--- src/rtl/alu_ctrl_pkg.sv ---
// Shared definitions for the two-requester ALU arbiter: controller states,
// default widths and the bit positions of the packed response flags.
package alu_ctrl_pkg;

    localparam int WIDTH_DEF = 32;
    localparam int OPW_DEF   = 5;

    localparam int NUM_FLAGS     = 4;
    localparam int FLAG_CARRY    = 0;
    localparam int FLAG_OVERFLOW = 1;
    localparam int FLAG_PARITY   = 2;
    localparam int FLAG_NEG      = 3;

    typedef enum logic [1:0] {
        ST_IDLE = 2'd0,
        ST_EXEC = 2'd1,
        ST_RESP = 2'd2
    } state_e;

endpackage

--- src/rtl/rr_arb2.sv ---
// Two-way round-robin selector: on a tie the requester that did not win last
// time is chosen; a lone requester always wins.
module rr_arb2 (
    input  logic [1:0] valid,
    input  logic       last_grant,
    output logic       grant,
    output logic       grant_any
);

    always_comb begin
        grant_any = |valid;
        if (valid == 2'b11) begin
            grant = ~last_grant;
        end else begin
            grant = valid[1];
        end
    end

endmodule

--- src/rtl/alu_arbiter.sv ---
// Arbitrates two requesters onto one shared combinational ALU and returns the
// registered result and flags through a valid/ready response port.
//
// state | meaning
// IDLE  | waiting for a request; grant and latch operands on acceptance
// EXEC  | operand registers drive the ALU; result and flags captured at edge
// RESP  | response held on rsp_* until rsp_ready
module alu_arbiter
    import alu_ctrl_pkg::*;
#(
    parameter int WIDTH = WIDTH_DEF,
    parameter int OPW   = OPW_DEF
) (
    input  logic             clk,
    input  logic             rst,
    input  logic             req0_valid,
    input  logic             req1_valid,
    output logic             req0_ready,
    output logic             req1_ready,
    input  logic [WIDTH-1:0] req0_op_a,
    input  logic [WIDTH-1:0] req0_op_b,
    input  logic [WIDTH-1:0] req1_op_a,
    input  logic [WIDTH-1:0] req1_op_b,
    input  logic [OPW-1:0]   req0_op_code,
    input  logic [OPW-1:0]   req1_op_code,
    output logic [WIDTH-1:0] alu_op_a,
    output logic [WIDTH-1:0] alu_op_b,
    output logic [OPW-1:0]   alu_op_code,
    input  logic [WIDTH-1:0] alu_out,
    input  logic             alu_flag_carry,
    input  logic             alu_flag_overflow,
    input  logic             alu_flag_parity,
    input  logic             alu_flag_neg,
    output logic             rsp_valid,
    input  logic             rsp_ready,
    output logic             rsp_id,
    output logic [WIDTH-1:0] rsp_result,
    output logic [3:0]       rsp_flags,
    output logic             busy
);

    state_e                 state_q, state_d;
    logic [WIDTH-1:0]       op_a_q, op_b_q, result_q;
    logic [OPW-1:0]         op_code_q;
    logic                   id_q;
    logic                   last_grant_q;
    logic [NUM_FLAGS-1:0]   flags_q;
    logic                   grant;
    logic                   grant_any;

    rr_arb2 u_rr_arb2 (
        .valid      ({req1_valid, req0_valid}),
        .last_grant (last_grant_q),
        .grant      (grant),
        .grant_any  (grant_any)
    );

    always_ff @(posedge clk) begin
        if (rst) begin
            state_q <= ST_IDLE;
        end else begin
            state_q <= state_d;
        end
    end

    always_comb begin
        state_d = state_q;
        case (state_q)
            ST_IDLE: if (grant_any) state_d = ST_EXEC;
            ST_EXEC: state_d = ST_RESP;
            ST_RESP: if (rsp_ready) state_d = ST_IDLE;
            default: state_d = ST_IDLE;
        endcase
    end

    // Ready is gated by rst so no requester believes it was accepted by a
    // cycle that the reset is about to discard.
    always_comb begin
        req0_ready = 1'b0;
        req1_ready = 1'b0;
        rsp_valid  = 1'b0;
        busy       = 1'b1;
        case (state_q)
            ST_IDLE: begin
                busy = 1'b0;
                if (!rst && grant_any) begin
                    req0_ready = ~grant;
                    req1_ready = grant;
                end
            end
            ST_RESP: rsp_valid = 1'b1;
            default: ;
        endcase
    end

    always_ff @(posedge clk) begin
        if (rst) begin
            op_a_q       <= '0;
            op_b_q       <= '0;
            op_code_q    <= '0;
            id_q         <= 1'b0;
            last_grant_q <= 1'b1;
            result_q     <= '0;
            flags_q      <= '0;
        end else begin
            if (state_q == ST_IDLE && grant_any) begin
                op_a_q       <= grant ? req1_op_a    : req0_op_a;
                op_b_q       <= grant ? req1_op_b    : req0_op_b;
                op_code_q    <= grant ? req1_op_code : req0_op_code;
                id_q         <= grant;
                last_grant_q <= grant;
            end
            if (state_q == ST_EXEC) begin
                result_q                <= alu_out;
                flags_q[FLAG_CARRY]     <= alu_flag_carry;
                flags_q[FLAG_OVERFLOW]  <= alu_flag_overflow;
                flags_q[FLAG_PARITY]    <= alu_flag_parity;
                flags_q[FLAG_NEG]       <= alu_flag_neg;
            end
        end
    end

    assign alu_op_a    = op_a_q;
    assign alu_op_b    = op_b_q;
    assign alu_op_code = op_code_q;
    assign rsp_id      = id_q;
    assign rsp_result  = result_q;
    assign rsp_flags   = flags_q;

endmodule

--- config.mk ---
export PLATFORM = sky130hd
export DESIGN_NAME = alu_arbiter
export DESIGN_NICKNAME = d
export VERILOG_FILES = /design/src/rtl/alu_ctrl_pkg.sv /design/src/rtl/rr_arb2.sv /design/src/rtl/alu_arbiter.sv
export SDC_FILE = /design/constraint.sdc
export NUM_CORES = 1
export LEC_CHECK = 0
export ABC_AREA = 1
export CORE_ASPECT_RATIO = 0.9
export CORE_MARGIN = 2
export CORE_UTILIZATION = 25
export CTS_CLUSTER_SIZE = 28
export DETAILED_ROUTE_END_ITERATION = 10
export GPL_TIMING_DRIVEN = 0
export HOLD_SLACK_MARGIN = 0.03
export PLACE_DENSITY = 0.58
export REMOVE_ABC_BUFFERS = 1
export SLEW_MARGIN = 20
export SYNTH_ARGS = -nofsm -noshare
export SYNTH_HDL_FRONTEND = slang
export SYNTH_SLANG_ARGS = --single-unit
--- constraint.sdc ---
create_clock -name clk -period 1.45 [get_ports clk]
set_clock_uncertainty 0.1 [all_clocks]
set_input_delay 0.3625 -clock clk [delete_from_list [all_inputs] [get_ports clk]]
set_output_delay 0.3625 -clock clk [all_outputs]
set_load 0.005 [all_outputs]
# Word level (Yosys, flattened, before mapping)
# Cells that the tools add are included.
[word_totals]
elab_cells = 34
mem_count = 0
regBits = 109
latchBits = 0
out_inout_bits = 110
mem_bits_rw = 0
rom_bits = 0
[op_classes]
bitwise = 2
n_lt_le_gt_ge = 0
mul = 0
n_div = 0
n_shift = 0
n_eq_ne = 5
reduce_logical = 6
n_addsub = 0
n_mux = 13
[ops]
columns = ["op", "n"]
rows = [
  ["$mux W32", 2],
  ["$mux W1", 7],
  ["$pmux W2 S3", 1],
  ["$mux W5", 1],
  ["$eq A2 B2 Y1 const B", 2],
  ["$mux W2", 2],
  ["$ne A2 B2 Y1 const B", 2],
  ["$eq A2 B1 Y1 const B", 1],
  ["$logic_and A1 B1 Y1", 2],
  ["$logic_not A2 Y1", 1],
  ["$not A1 Y1", 2],
  ["$reduce_and A2 Y1", 1],
  ["$reduce_or A2 Y1", 1],
  ["$logic_not A1 Y1", 1],
]

# Longest topological paths before layout
[logic_depth]
ltp_word = 5
depth_mapped = 8
mapped_depth_nobuf = 6

# Hierarchy
# A second synthesis with hierarchy kept.
[unflattened]
cells_unflattened = 713
hier_area_um2 = 4918.5
[modules_own_cells]
columns = ["module", "area_per_inst_um2", "cells_each", "instances"]
rows = [
  ["alu_arbiter", 4903.5, 710, 1],
  ["rr_arb2", 15.0, 3, 1],
]

# Worst setup path after synthesis
# OpenSTA, ideal clock, no wires.
[synth_path]
path_kind = "input -> output"
start = "input port req1_valid"
end = "output port req1_ready"
slack_ns = -0.112
t_arrival_ns = 1.099
cell_stages = 6
n_path_buf = 2
cell_sequence = "buf_2 -> buf_2 -> inv_1 -> a21oi_1 -> nand2_1 -> nor2_1"
[synth_between]
elab_chain_cells = 4
word_cells_on_any_way = 6
[synth_rtl]
columns = ["item", "line_no", "source"]
rows = [
  ["from (decl)", "alu_arbiter.sv:17", "input logic req1_valid,"],
  ["$eq A2 B2 Y1 or $reduce_or A2 Y1 (tied branches)", "rr_arb2.sv:12, rr_arb2.sv:11", ""],
  ["$mux W1 or $logic_and A1 B1 Y1 (tied branches)", "rr_arb2.sv:12, alu_arbiter.sv:86", ""],
  ["$mux W1 *", "alu_arbiter.sv:86", "if (!rst && grant_any) begin"],
  ["$mux W1 *", "alu_arbiter.sv:83", "case (state_q)"],
  ["to (decl)", "alu_arbiter.sv:19", "output logic req1_ready,"],
]
# Mark *: on every way between the ends. The rest lies on a longest branch, timed or not.

# Final worst setup path
[layout_path]
start = "register state_q[0]"
end = "output port req0_ready"
[layout_between]
elab_chain_cells = 2
[layout_rtl]
columns = ["item", "line_no", "source"]
rows = [
  ["from (decl)", "alu_arbiter.sv:42", "state_e state_q, state_d;"],
  ["from (signal assigned)", "alu_arbiter.sv:62", "state_q <= state_d;"],
  ["$logic_not A2 Y1", "alu_arbiter.sv:83", ""],
  ["$mux W1", "alu_arbiter.sv:83", ""],
  ["to (decl)", "alu_arbiter.sv:18", "output logic req0_ready,"],
]
# No other way between the ends.

==> results.ini <==
[status]
run_status=complete, but fails checks
failed_checks=setup timing

[power]
power.share.switching_pct=32.5
net-switching-power_mw=3.16
seq_power_share_pct=36.4
cellLeakagePower_nw=4.61
share_clk_of_total_power_pct=27.3
power-per-cell-area_nw_per_um2=952
peakVddDrop_uv=625
proportion_of_power_drawn_by_combinational_gates_pct=36.3
power_report.internal_total_mw=6.54

[logic_synthesis]
ys_seq_area_share_pct=39.7
synth_top_cell_area_share_pct=39.7
ys_top_cells_by_area=sky130_fd_sc_hd__dfxtp_1 (40%), sky130_fd_sc_hd__nor2_1 (15%), sky130_fd_sc_hd__nand2_1 (15%)
syn_inst=856
synth_area_sq_um=5500
avg_synthesized_cell_area_sq_um=6.42
yosys.area.top_type=sky130_fd_sc_hd__dfxtp_1
synth_seq_cells=109
synth.yosys.warnings=0
synth.distinct_cells=19

[global_route]
grt_use_total_pct=16.8
first_global_vias=5606
grt_first_pass_wirelength_um=31000
grt_max_degree=95
initial_antenna_violation_count=0
grt_overflow_total=0

[floorplanning]
num_io_pins=289
die_area_sq_um=23200
design.core.area_sq_um=21600
die-height_um=145
row_count=51
die-width_um=160
initial_core_util_pct=25.4

[routing]
dr.pass1.iters=4
post-route-drc-count=0
initialDrtViolationCount=279
routedWlPerCell_um=15.1
via_count=6292
detail_route.wirelength_um=21600
via_per_inst=4.39
antenna_violating_nets_left=0

[clock_tree]
cts-root-to-sink-buffers=2
cts_max_level=3
clk-insertion-delay-late_ns=0.36
path_clk_slew_ns=0.09
cts_inserted_buffers=9
ctsRootBufferMaster=sky130_fd_sc_hd__clkbuf_16
clock_tree_from_tritoncts=built
cts_sinks=109
hold_buffers=0

[finish]
antenna_cells=0
layout-drive-gt1-share_pct=22.2
most-common-layout-cells=sky130_fd_sc_hd__clkdlybuf4s50_1 (175), sky130_fd_sc_hd__nand2_1 (154), sky130_fd_sc_hd__nor2_1 (136)
layout.nets=1316
most_common_cell_after_layout_fill_and_taps_aside=sky130_fd_sc_hd__clkdlybuf4s50_1
post-route-cell-area_sq_um=10200
areaGrowthSynthToFinish_pct=85.5

[timing]
report.final.slew_viol_count=0
timing.fmax_ghz=0.588
timing.max_slew.rel_slack_pct=62.1
timing.final.setup_violations=110
timing_hold_violations_final=0
grt_setup_unrepaired=yes
hold_ws_ns=0.357
final_critical_path_setup_slack_ns=-0.252
setup_total_negative_slack_ns=-14.72
final.period_utilization_pct=117
time_the_worst_path_needs_with_i_o_delays_and_setup_ns=1.70
tightest_slew_ns=0.568

[setup_path]
critPathCaptureType=primary output
timing.critical_path.fanout_max=3
crit_type=register to primary output
critical_path.startpoint_type=register
crit_required_ns=0.99
crit_arrival_ns=1.24

[min_path]
holdCritPathClass=register to register

[placed_design]
portBuffers=288
dp_hpwl_um=12600
dpl-instance-area_sq_um=8620
pre_cts_slack_ns=-1.17
final_replace_weighted_congestion=0.749

[job]
maxCapViolCount=0

-- repair_timing --
action                     CTS  global route
gates cloned                 7             8
setup endpoints to repair  219           143
buffers inserted            17             8
gates resized for setup    207           264
pin swaps                   14            83
-- synth_stat cells --
master	number
sky130_fd_sc_hd__nor3_1	1
sky130_fd_sc_hd__nor2_4	1
sky130_fd_sc_hd__inv_1	73
sky130_fd_sc_hd__a21oi_1	3
sky130_fd_sc_hd__nor2_1	214
sky130_fd_sc_hd__nand2_1	213
sky130_fd_sc_hd__o21ai_4	1
sky130_fd_sc_hd__buf_4	3
sky130_fd_sc_hd__inv_2	1
sky130_fd_sc_hd__clkinv_1	1
sky130_fd_sc_hd__dfxtp_1	109
sky130_fd_sc_hd__nand3_1	70
sky130_fd_sc_hd__buf_2	25
sky130_fd_sc_hd__a21boi_0	36
sky130_fd_sc_hd__buf_6	6
sky130_fd_sc_hd__nor2_2	2
sky130_fd_sc_hd__o21ai_0	36
sky130_fd_sc_hd__clkbuf_1	28
sky130_fd_sc_hd__a21boi_1	33
-- cells by family after synthesis --
logic type / synth area share [%]
and+or+nand+nor: 36.1
DFF: 39.7
buffers and inverters: 11.0
AOI/OAI and AO/OA: 13.3
-- sequential cells by signal (all words and copies together), names as in the netlist --
name	flops
state_q	2
rsp_flags	4
rsp_id	1
alu_op_b	32
rsp_result	32
alu_op_a	32
alu_op_code	5
last_grant_q	1
-- metal layers --
metal	wire, um	track usage (%)	up-vias
li1	-	-	3212
met1	9290	20.7	2848
met2	10300	28.1	217
met3	1820	6.30	15
met4	221	4.03	0
met5	0	0	-
-- per-stage QoR --
stage	util (%)	power [mW]	instances
after detailed placement	39.8	6.37	1380
after global routing	47.1	10.3	1433
after CTS	43.1	9.29	1420
final	47.1	9.70	1433
after global placement	38.9	6.33	1373
after floorplan	-	4.70	794
-- power groups by stage --
stage / Clock (mW) / Combinational (mW) / Sequential, mW
finish: 2.65 / 3.52 / 3.53
detailed placement: 0 / 2.79 / 3.58
CTS: 2.79 / 2.97 / 3.52
floorplan: 0 / 1.09 / 3.61
global placement: 0 / 2.77 / 3.56
global route: 2.87 / 3.86 / 3.58
-- cell type report --
cell class | instances | area (sq um)
clock buffers | 9 | 225
fillers | 2157 | 11400
repair inverters | 1 | 16.3
clock inverters | 7 | 82.6
inverters | 75 | 308
repair buffers | 328 | 3490
well taps | 291 | 364
flip-flops and latches | 109 | 2230
multi-input cells | 613 | 3480
-- critical path, stage by stage, from the launching register on --
cell and delay [ns]:
sky130_fd_sc_hd__dfxtp_4 0.36, sky130_fd_sc_hd__nor2_4 0.13, sky130_fd_sc_hd__buf_6 0.12, sky130_fd_sc_hd__o21ai_4 0.05
sky130_fd_sc_hd__nor3_2 0.09, sky130_fd_sc_hd__buf_2 0.13
-- worst paths after layout --
path / startpoint / end / slack [ns] / cells past startpoint
worst min-delay path: rsp_id / rsp_id / 0.36 / 2
worst max-delay path: state_q[0] / req0_ready / -0.25 / 5
worst min register to register: rsp_id / rsp_id / 0.36 / 2
worst max register to register: state_q[0] / alu_op_b[28] / -0.20 / 11
(Power assumes the default switching activity.)
